<file path="src/rtl/window_buffer_pkg.sv">
// Shared constants for the 3x3 window buffer and the sum-of-products stage that consumes it.
// Optional window counter is enabled by defining WINDOW_BUFFER_WINCNT_EN.
package window_buffer_pkg;

  localparam int PIX_W_DEF = 8;
  localparam int WIN_PIX   = 9;

  // Window taps in row-major order: P0 is top-left, P8 is bottom-right.
  typedef enum logic [3:0] {
    P0 = 4'd0, P1 = 4'd1, P2 = 4'd2,
    P3 = 4'd3, P4 = 4'd4, P5 = 4'd5,
    P6 = 4'd6, P7 = 4'd7, P8 = 4'd8
  } win_tap_e;

  function automatic int tap_lsb(input win_tap_e tap, input int pix_w);
    return int'(tap) * pix_w;
  endfunction

endpackage

</file>
<file path="src/rtl/window_buffer_line_buffer.sv">
// One image row of pixel storage; read data is the value stored before this cycle's write.
module line_buffer #(
  parameter int DEPTH = 256,
  parameter int WIDTH = 8,
  localparam int AW   = (DEPTH > 1) ? $clog2(DEPTH) : 1
) (
  input  logic             clk,
  input  logic             i_we,
  input  logic [AW-1:0]    i_addr,
  input  logic [WIDTH-1:0] i_wdata,
  output logic [WIDTH-1:0] o_rdata
);

  logic [WIDTH-1:0] r_mem [DEPTH];

  always_ff @(posedge clk) begin
    if (i_we) r_mem[i_addr] <= i_wdata;
  end

  assign o_rdata = r_mem[i_addr];

endmodule

</file>
<file path="src/rtl/window_buffer.sv">
// Raster-order pixel stream to interior 3x3 windows, using two line buffers and a shift window.
// Define WINDOW_BUFFER_WINCNT_EN to add the saturating win_count output.
module window_buffer
  import window_buffer_pkg::*;
#(
  parameter int IMG_W = 256,
  parameter int IMG_H = 256,
  parameter int PIX_W = PIX_W_DEF
) (
  input  logic                       clk,
  input  logic                       rst,
  input  logic                       in_valid,
  output logic                       in_ready,
  input  logic [PIX_W-1:0]           in_pixel,
  input  logic                       in_sof,
  output logic                       out_valid,
  input  logic                       out_ready,
  output logic [WIN_PIX*PIX_W-1:0]   out_win,
  output logic                       out_last
`ifdef WINDOW_BUFFER_WINCNT_EN
  ,
  output logic [15:0]                win_count
`endif
);

  localparam int CW = $clog2(IMG_W);
  localparam int RW = $clog2(IMG_H);

  logic [CW-1:0]    r_col;
  logic [RW-1:0]    r_row;
  logic             r_out_valid;
  logic             r_out_last;
  logic [PIX_W-1:0] r_win [WIN_PIX];

  logic             w_accept;
  logic [CW-1:0]    w_col;
  logic [RW-1:0]    w_row;
  logic             w_col_last;
  logic             w_row_last;
  logic             w_win_en;
  logic [PIX_W-1:0] w_lb0_rd;
  logic [PIX_W-1:0] w_lb1_rd;

  assign in_ready = !r_out_valid || out_ready;
  assign w_accept = in_valid && in_ready;

  // A start-of-frame pixel is placed at (0,0) regardless of the running position.
  assign w_col      = in_sof ? '0 : r_col;
  assign w_row      = in_sof ? '0 : r_row;
  assign w_col_last = (w_col == CW'(IMG_W - 1));
  assign w_row_last = (w_row == RW'(IMG_H - 1));
  assign w_win_en   = (w_row >= RW'(2)) && (w_col >= CW'(2));

  // lb0 holds the previous row; lb1 receives what lb0 held, i.e. two rows back.
  line_buffer #(.DEPTH(IMG_W), .WIDTH(PIX_W)) u_lb0 (
    .clk     (clk),
    .i_we    (w_accept),
    .i_addr  (w_col),
    .i_wdata (in_pixel),
    .o_rdata (w_lb0_rd)
  );

  line_buffer #(.DEPTH(IMG_W), .WIDTH(PIX_W)) u_lb1 (
    .clk     (clk),
    .i_we    (w_accept),
    .i_addr  (w_col),
    .i_wdata (w_lb0_rd),
    .o_rdata (w_lb1_rd)
  );

  always_ff @(posedge clk or negedge rst) begin
    if (!rst) begin
      r_col <= '0;
      r_row <= '0;
    end else if (w_accept) begin
      r_col <= w_col_last ? '0 : w_col + CW'(1);
      if (w_col_last) r_row <= w_row_last ? '0 : w_row + RW'(1);
      else            r_row <= w_row;
    end
  end

  always_ff @(posedge clk or negedge rst) begin
    if (!rst) begin
      for (int i = 0; i < WIN_PIX; i++) r_win[i] <= '0;
    end else if (w_accept) begin
      for (int r = 0; r < 3; r++) begin
        r_win[3*r]   <= r_win[3*r+1];
        r_win[3*r+1] <= r_win[3*r+2];
      end
      r_win[int'(P2)] <= w_lb1_rd;
      r_win[int'(P5)] <= w_lb0_rd;
      r_win[int'(P8)] <= in_pixel;
    end
  end

  // Stalls cannot disturb the window: nothing is accepted while out_valid waits on out_ready.
  always_ff @(posedge clk or negedge rst) begin
    if (!rst) begin
      r_out_valid <= 1'b0;
      r_out_last  <= 1'b0;
    end else if (w_accept) begin
      r_out_valid <= w_win_en;
      r_out_last  <= w_win_en && w_col_last && w_row_last;
    end else if (out_ready) begin
      r_out_valid <= 1'b0;
      r_out_last  <= 1'b0;
    end
  end

  for (genvar g = 0; g < WIN_PIX; g++) begin : g_out
    assign out_win[tap_lsb(win_tap_e'(g), PIX_W) +: PIX_W] = r_win[g];
  end

  assign out_valid = r_out_valid;
  assign out_last  = r_out_last;

`ifdef WINDOW_BUFFER_WINCNT_EN
  logic [15:0] r_win_count;

  always_ff @(posedge clk or negedge rst) begin
    if (!rst) begin
      r_win_count <= '0;
    end else if (w_accept && in_sof) begin
      r_win_count <= '0;
    end else if (r_out_valid && out_ready && (r_win_count != 16'hFFFF)) begin
      r_win_count <= r_win_count + 16'd1;
    end
  end

  assign win_count = r_win_count;
`endif

endmodule

</file>
<file path="config.mk">
export PLATFORM = sky130hd
export DESIGN_NAME = window_buffer
export DESIGN_NICKNAME = d
export VERILOG_FILES = /design/src/rtl/window_buffer_pkg.sv /design/src/rtl/window_buffer_line_buffer.sv /design/src/rtl/window_buffer.sv
export SDC_FILE = /design/constraint.sdc
export NUM_CORES = 2
export LEC_CHECK = 0
export ABC_AREA = 1
export BUFFER_PORTS_ARGS = -buffer_cell sky130_fd_sc_hd__buf_2
export CORE_ASPECT_RATIO = 1.5
export CORE_MARGIN = 10
export CORE_UTILIZATION = 48
export CTS_CLUSTER_SIZE = 10
export DETAILED_ROUTE_END_ITERATION = 12
export HOLD_SLACK_MARGIN = 0.06
export PLACE_DENSITY = 0.6
export SYNTH_ARGS = -nofsm -noshare
export SYNTH_HDL_FRONTEND = slang
export SYNTH_SLANG_ARGS = --single-unit
</file>
<file path="constraint.sdc">
create_clock -name clk -period 9.85 [get_ports clk]
set_input_delay 0.985 -clock clk [delete_from_list [all_inputs] [get_ports clk]]
set_output_delay 0.985 -clock clk [all_outputs]
set_load 0.03 [all_outputs]
</file>
# After elaboration in Yosys (flattened, before gate mapping)
# Memories as Yosys holds them, arrays and structs flattened. A register that Yosys moved wholly into a read port is not among the register bits.
# Cells that the tools add are included.
# word_totals
regBits	82
mem_bits_rw	4096
inputBits	13
out_inout_bits	75
word_cells	38
n_memories	2
# mem_list
name	depth	word_bits	read_ports	rd_ports_with_merged_regs	wr	line_no	text
u_lb0.r_mem	256	8	1	0	1	window_buffer_line_buffer.sv:14	logic [WIDTH-1:0] r_mem [DEPTH];
u_lb1.r_mem	256	8	1	1	1	window_buffer_line_buffer.sv:14	
# classes
add_sub_neg	2
magnitude_cmp	2
eq_ne	2
muxes	10
n_reduce_logical	8
# ops
operator	n
$mux W8	5
$add A8 B1 Y8 const B	2
$eq A8 B8 Y1 const B	2
$ge A8 B2 Y1 const B	2
$mux W1	5
$logic_and A1 B1 Y1	4
$logic_not A1 Y1	2
$reduce_bool A2 Y1	1
$logic_or A1 B1 Y1	1

# Longest topological paths before layout
# logic_depth
depth_word	6
mapped_depth	21
depth_no_buf	16

# Hierarchy
# From an unflattened synthesis, not the netlist that was laid out.
# unflattened
cells_unflattened	16502
hier_area_um2	173322.5
# modules_own_cells
module	instances	cells_each	area_per_inst_um2	seq_area_each_um2
line_buffer	2	8013	84696.2	61499.0
window_buffer	1	476	3930.0	2252.2

# Worst setup path after synthesis
# Ideal clock, no wire load.
# synth_path
kind	input -> register
startpoint	in in_sof
endpoint	mem u_lb1.r_mem[0][1] (data pin)
setup_time_ns	1.524
t_arrival_ns	5.561
required_ns	8.326
slack_ns	2.765
path_stages	17
n_path_buf	5
path_cell_list	buf_6 > inv_4 > nand2_4 > buf_6 > buf_6 > buf_6 > buf_2 > o21ai_0 > o21ai_0 > nand2_1 > nand2_1 > nor2_1 > nor2_1 > nor2_1 > nand2_1 > nor2_1 > nand3_1
# synth_between
elab_chain_len	2
# synth_lines
item	line_no	text
start, declared	window_buffer.sv:15	input logic in_sof,
$mux W8	window_buffer.sv:48	assign w_col = in_sof ? '0 : r_col;
$mem_v2 Z256 W8	--	
named net u_lb0.o_rdata[1]	window_buffer_line_buffer.sv:11	output logic [WIDTH-1:0] o_rdata
end, declared	window_buffer_line_buffer.sv:14	
# The timed path passes the listed nets, and every way through them passes these cells.

# Worst setup path in the final report
# layout_path
startpoint	reg r_col[0]
endpoint	mem u_lb1.r_mem[176][4] (data pin)
# layout_between
elab_chain_len	2
# layout_lines
item	line_no	text
start, declared	window_buffer.sv:29	logic [CW-1:0] r_col;
start signal, assigned	window_buffer.sv:76	r_col <= w_col_last ? '0 : w_col + CW'(1);
$mux W8	window_buffer.sv:48	
$mem_v2 Z256 W8	--	
named net u_lb0.o_rdata[4]	window_buffer_line_buffer.sv:11	
# The timed path passes the listed nets, and every way through them passes these cells.

==> flow_results.xml <==
<?xml version="1.0" encoding="UTF-8"?>
<metrics>
  <group name="cells_and_area">
    <metric name="layout.core_utilization" unit="%">53.7</metric>
    <metric name="number_of_nets_in_the_layout" unit="">14900</metric>
    <metric name="flow.area_growth_from_synthesis" unit="%">11.6</metric>
    <metric name="layout.cells.most_common" unit="">edfxtp_1</metric>
    <metric name="drive_gt1_share" unit="%">7.57</metric>
    <metric name="num-fill-cells" unit="">29700</metric>
    <metric name="mostFrequentLayoutCells" unit="">4096 x edfxtp_1, 3097 x nor2_1, 2935 x nand2_1, 2204 x o21ai_0, 624 x inv_1</metric>
    <metric name="post_layout_nonfiller_instances" unit="">19700</metric>
  </group>
  <group name="clock_tree">
    <metric name="clk-insertion-delay-late" unit="ps">1000</metric>
    <metric name="post_cts.resized_instances" unit="">0</metric>
    <metric name="cts_inserted_buffers" unit="">462</metric>
    <metric name="cts_hold_repair.buffers" unit="">1</metric>
    <metric name="clock_tree.buffer_depth" unit="">4</metric>
    <metric name="clock_sink_count" unit="">4186</metric>
    <metric name="clk_pin_slew_worst_paths" unit="ps">60</metric>
    <metric name="cts_root_buffer" unit="">clkbuf_16</metric>
    <metric name="tritoncts" unit="">done</metric>
    <metric name="post-cts-setup-buffer-count" unit="">0</metric>
    <metric name="cts_htree_levels" unit="">5</metric>
  </group>
  <group name="timing">
    <metric name="setup-tns-final" unit="ps">0</metric>
    <metric name="timing.final.max_slew_violations" unit="">0</metric>
    <metric name="timing.final.setup_violations" unit="">0</metric>
    <metric name="timing_hold_violations_final" unit="">0</metric>
    <metric name="tightest_slew" unit="ps">1450</metric>
    <metric name="max-slew-margin-rel" unit="%">3.29</metric>
    <metric name="final.period_utilization" unit="%">72.1</metric>
    <metric name="final.min_clock_period" unit="ps">7100</metric>
    <metric name="max_freq" unit="MHz">141</metric>
    <metric name="fin_skew" unit="ps">74.5</metric>
    <metric name="rsz_0062_raised_after_global_routing" unit="">false</metric>
  </group>
  <group name="pwr">
    <metric name="power.switching" unit="W">0.0102</metric>
    <metric name="share_of_total_power_consumed_by_net_switching" unit="%">25.6</metric>
    <metric name="leakage" unit="nW">67.9</metric>
    <metric name="power_density" unit="nW/um^2">210</metric>
    <metric name="pwr-share-comb" unit="%">11.0</metric>
    <metric name="cellInternalPower" unit="W">0.0296</metric>
    <metric name="pwr-share-clk" unit="%">37.8</metric>
    <metric name="vdd.ir_drop.worst" unit="mV">0.157</metric>
    <metric name="seq_power_share" unit="%">51.2</metric>
  </group>
  <group name="route">
    <metric name="drc_violation_count_after_routing" unit="">0</metric>
    <metric name="wirelength" unit="um">531000</metric>
    <metric name="detail_route.first_pass.iterations" unit="">6</metric>
    <metric name="drt.antenna.violating_nets" unit="">0</metric>
    <metric name="detailroute.via_count" unit="">113000</metric>
    <metric name="drt_iter0_drc" unit="">12800</metric>
    <metric name="post_drt_via_cell_ratio" unit="">5.74</metric>
    <metric name="post_drt_wl_per_cell" unit="um">26.9</metric>
  </group>
  <group name="grt">
    <metric name="globalRouteOverflowTotal" unit="">0</metric>
    <metric name="grt_max_degree" unit="">158</metric>
    <metric name="grt_antenna_before_repair" unit="">22</metric>
    <metric name="grt_use_total" unit="%">27.0</metric>
    <metric name="global_route_wire_length_before_repair" unit="um">758000</metric>
    <metric name="via_count_of_the_first_global_routing_pass" unit="">107000</metric>
  </group>
  <group name="worst_hold_path">
    <metric name="hold_path.class" unit="">primary input to register</metric>
  </group>
  <group name="logic_synthesis">
    <metric name="post_synth_design_cell_area" unit="sq um">170000</metric>
    <metric name="ys_seq_elements" unit="">4186</metric>
    <metric name="synth.distinct_cells" unit="">38</metric>
    <metric name="synthesis.nets" unit="">14800</metric>
    <metric name="synth_enable_flop_cells" unit="">4096</metric>
    <metric name="ys_warn_count" unit="">0</metric>
    <metric name="postSynth.topFlopCell" unit="">edfxtp_1</metric>
    <metric name="synth_seq_area_share" unit="%">73.9</metric>
    <metric name="postSynthCellCount" unit="">14700</metric>
    <metric name="postSynth.asyncResetShare" unit="%">2.15</metric>
    <metric name="syn_area_per_cell" unit="sq um">11.5</metric>
  </group>
  <group name="worst_setup_path">
    <metric name="critical_path.startpoint_type" unit="">register</metric>
    <metric name="critical_path_class" unit="">register to register</metric>
    <metric name="critical_path.max_fanout" unit="">72</metric>
    <metric name="crit_required" unit="ps">10450</metric>
    <metric name="arrival" unit="ps">7700</metric>
    <metric name="end_kind" unit="">register</metric>
  </group>
  <group name="placed_design">
    <metric name="finalWeightedCongestion" unit="">0.889</metric>
    <metric name="numPlacedInstances" unit="">19200</metric>
    <metric name="dp.final_hpwl" unit="um">305000</metric>
    <metric name="place.port_buffers" unit="">87</metric>
  </group>
  <group name="outcome">
    <metric name="status" unit="">finished, final reports clean</metric>
  </group>
  <group name="die">
    <metric name="die_y" unit="um">748</metric>
    <metric name="die_x_extent" unit="um">505</metric>
    <metric name="design.die.area" unit="sq um">378000</metric>
    <metric name="initial_utilization" unit="%">48.2</metric>
    <metric name="placementRows" unit="">267</metric>
    <metric name="fp.coreArea" unit="sq um">352000</metric>
    <metric name="top_level_ports" unit="">88</metric>
  </group>
  <group name="flow_run">
    <metric name="max_cap_viol_count" unit="">0</metric>
  </group>
</metrics>
-- synthesized netlist by cell type (62+ instances only) --
cell      number  area, sq um
a21oi_1       62          310
buf_1         64          240
buf_2        314         1570
clkbuf_1     451         1690
dfrtp_1       90         2250
edfxtp_1    4096       123000
inv_1        626         2350
nand2_1     2954        11100
nand3_1      363         1820
nor2_1      3110        11700
o21ai_0     2204        11000
o21ai_1       97          485
o22ai_1      177         1110
-- power groups by stage --
stage                     clock (W)  sequential [W]  combinational [W]
after floorplan                   0          0.0211            0.00225
after global placement            0          0.0207            0.00431
after detailed placement          0          0.0207            0.00434
after CTS                    0.0152          0.0204            0.00435
after global routing         0.0158          0.0204            0.00470
final                        0.0150          0.0204            0.00436
-- per-stage QoR --
step	hold slack, ps	power [W]	setup WS, ps	cell area (sq um)
after floorplan	498	0.0233	2760	170000
after global placement	458	0.0250	2270	177000
after detailed placement	460	0.0251	2250	177000
after CTS	365	0.0399	2900	189000
after global routing	432	0.0409	2740	189000
final	420	0.0398	2750	189000
-- final timing paths --
check	slack, ps	cells past startpoint	startpoint	endpoint
hold reg to reg	470	2	out_win[57]	out_win[49]
hold / removal	420	4	out_ready	out_valid
max in group asynchronous	8130	3	rst	out_win[57]
min in group asynchronous	560	2	rst	out_win[46]
setup reg to reg	2750	18	r_col[0]	u_lb1.r_mem[176][4]
setup / recovery	2750	18	r_col[0]	u_lb1.r_mem[176][4]
-- area by class of cell --
| cell class | instances | area, sq um | area share, % |
|---|---|---|---|
| repair buffers | 585 | 5020 | 2.65 |
| flip-flops and latches | 4186 | 125000 | 66.2 |
| well taps | 4707 | 5890 | 3.11 |
| diodes | 20 | 50.0 | 0.0264 |
| inverters | 638 | 2410 | 1.28 |
| clock buffers | 534 | 11900 | 6.29 |
| multi-input cells | 9044 | 38300 | 20.2 |
| clock inverters | 22 | 414 | 0.219 |
-- per-layer routing --
| metal | vias to the layer above | global-route usage, % | part of all wire (%) |
|---|---|---|---|
| li1 | 50700 | - | - |
| met1 | 56000 | 33.1 | 36 |
| met2 | 5255 | 45.3 | 49 |
| met3 | 1214 | 4.32 | 8.0 |
| met4 | 8 | 16.1 | 7.0 |
| met5 | - | 0 | 0.0094 |
-- flip-flops by register name, indices dropped and copies added (netlist names) --
register     cells
r_row            8
out_win         72
u_lb0.r_mem   2048
out_valid        1
out_last         1
u_lb1.r_mem   2048
r_col            8
-- cells by family after synthesis --
logic type / share of synthesized area [%]
compound gates: 7.67
xor+xnor: 0.0258
fa+ha+maj: 0.0443
buf+inv: 3.64
flops: 73.9
simple gates: 14.7
-- worst max-delay path, cell delays in order (launching register included) --
cell and delay (ps):
dfrtp_2 480, inv_8 230, nor2_4 840, buf_12 310, buf_4 460, buf_4 570, nand2_1 100, nand3_1 90
nand2_1 80, nand2_1 60, nand2_1 50, nor2_1 260, nor2_1 160, nor2_1 660, nand2_1 140, nor2_1 380
nand3_4 660, buf_4 590, buf_4 410
Power figures use the tool's default switching activity.
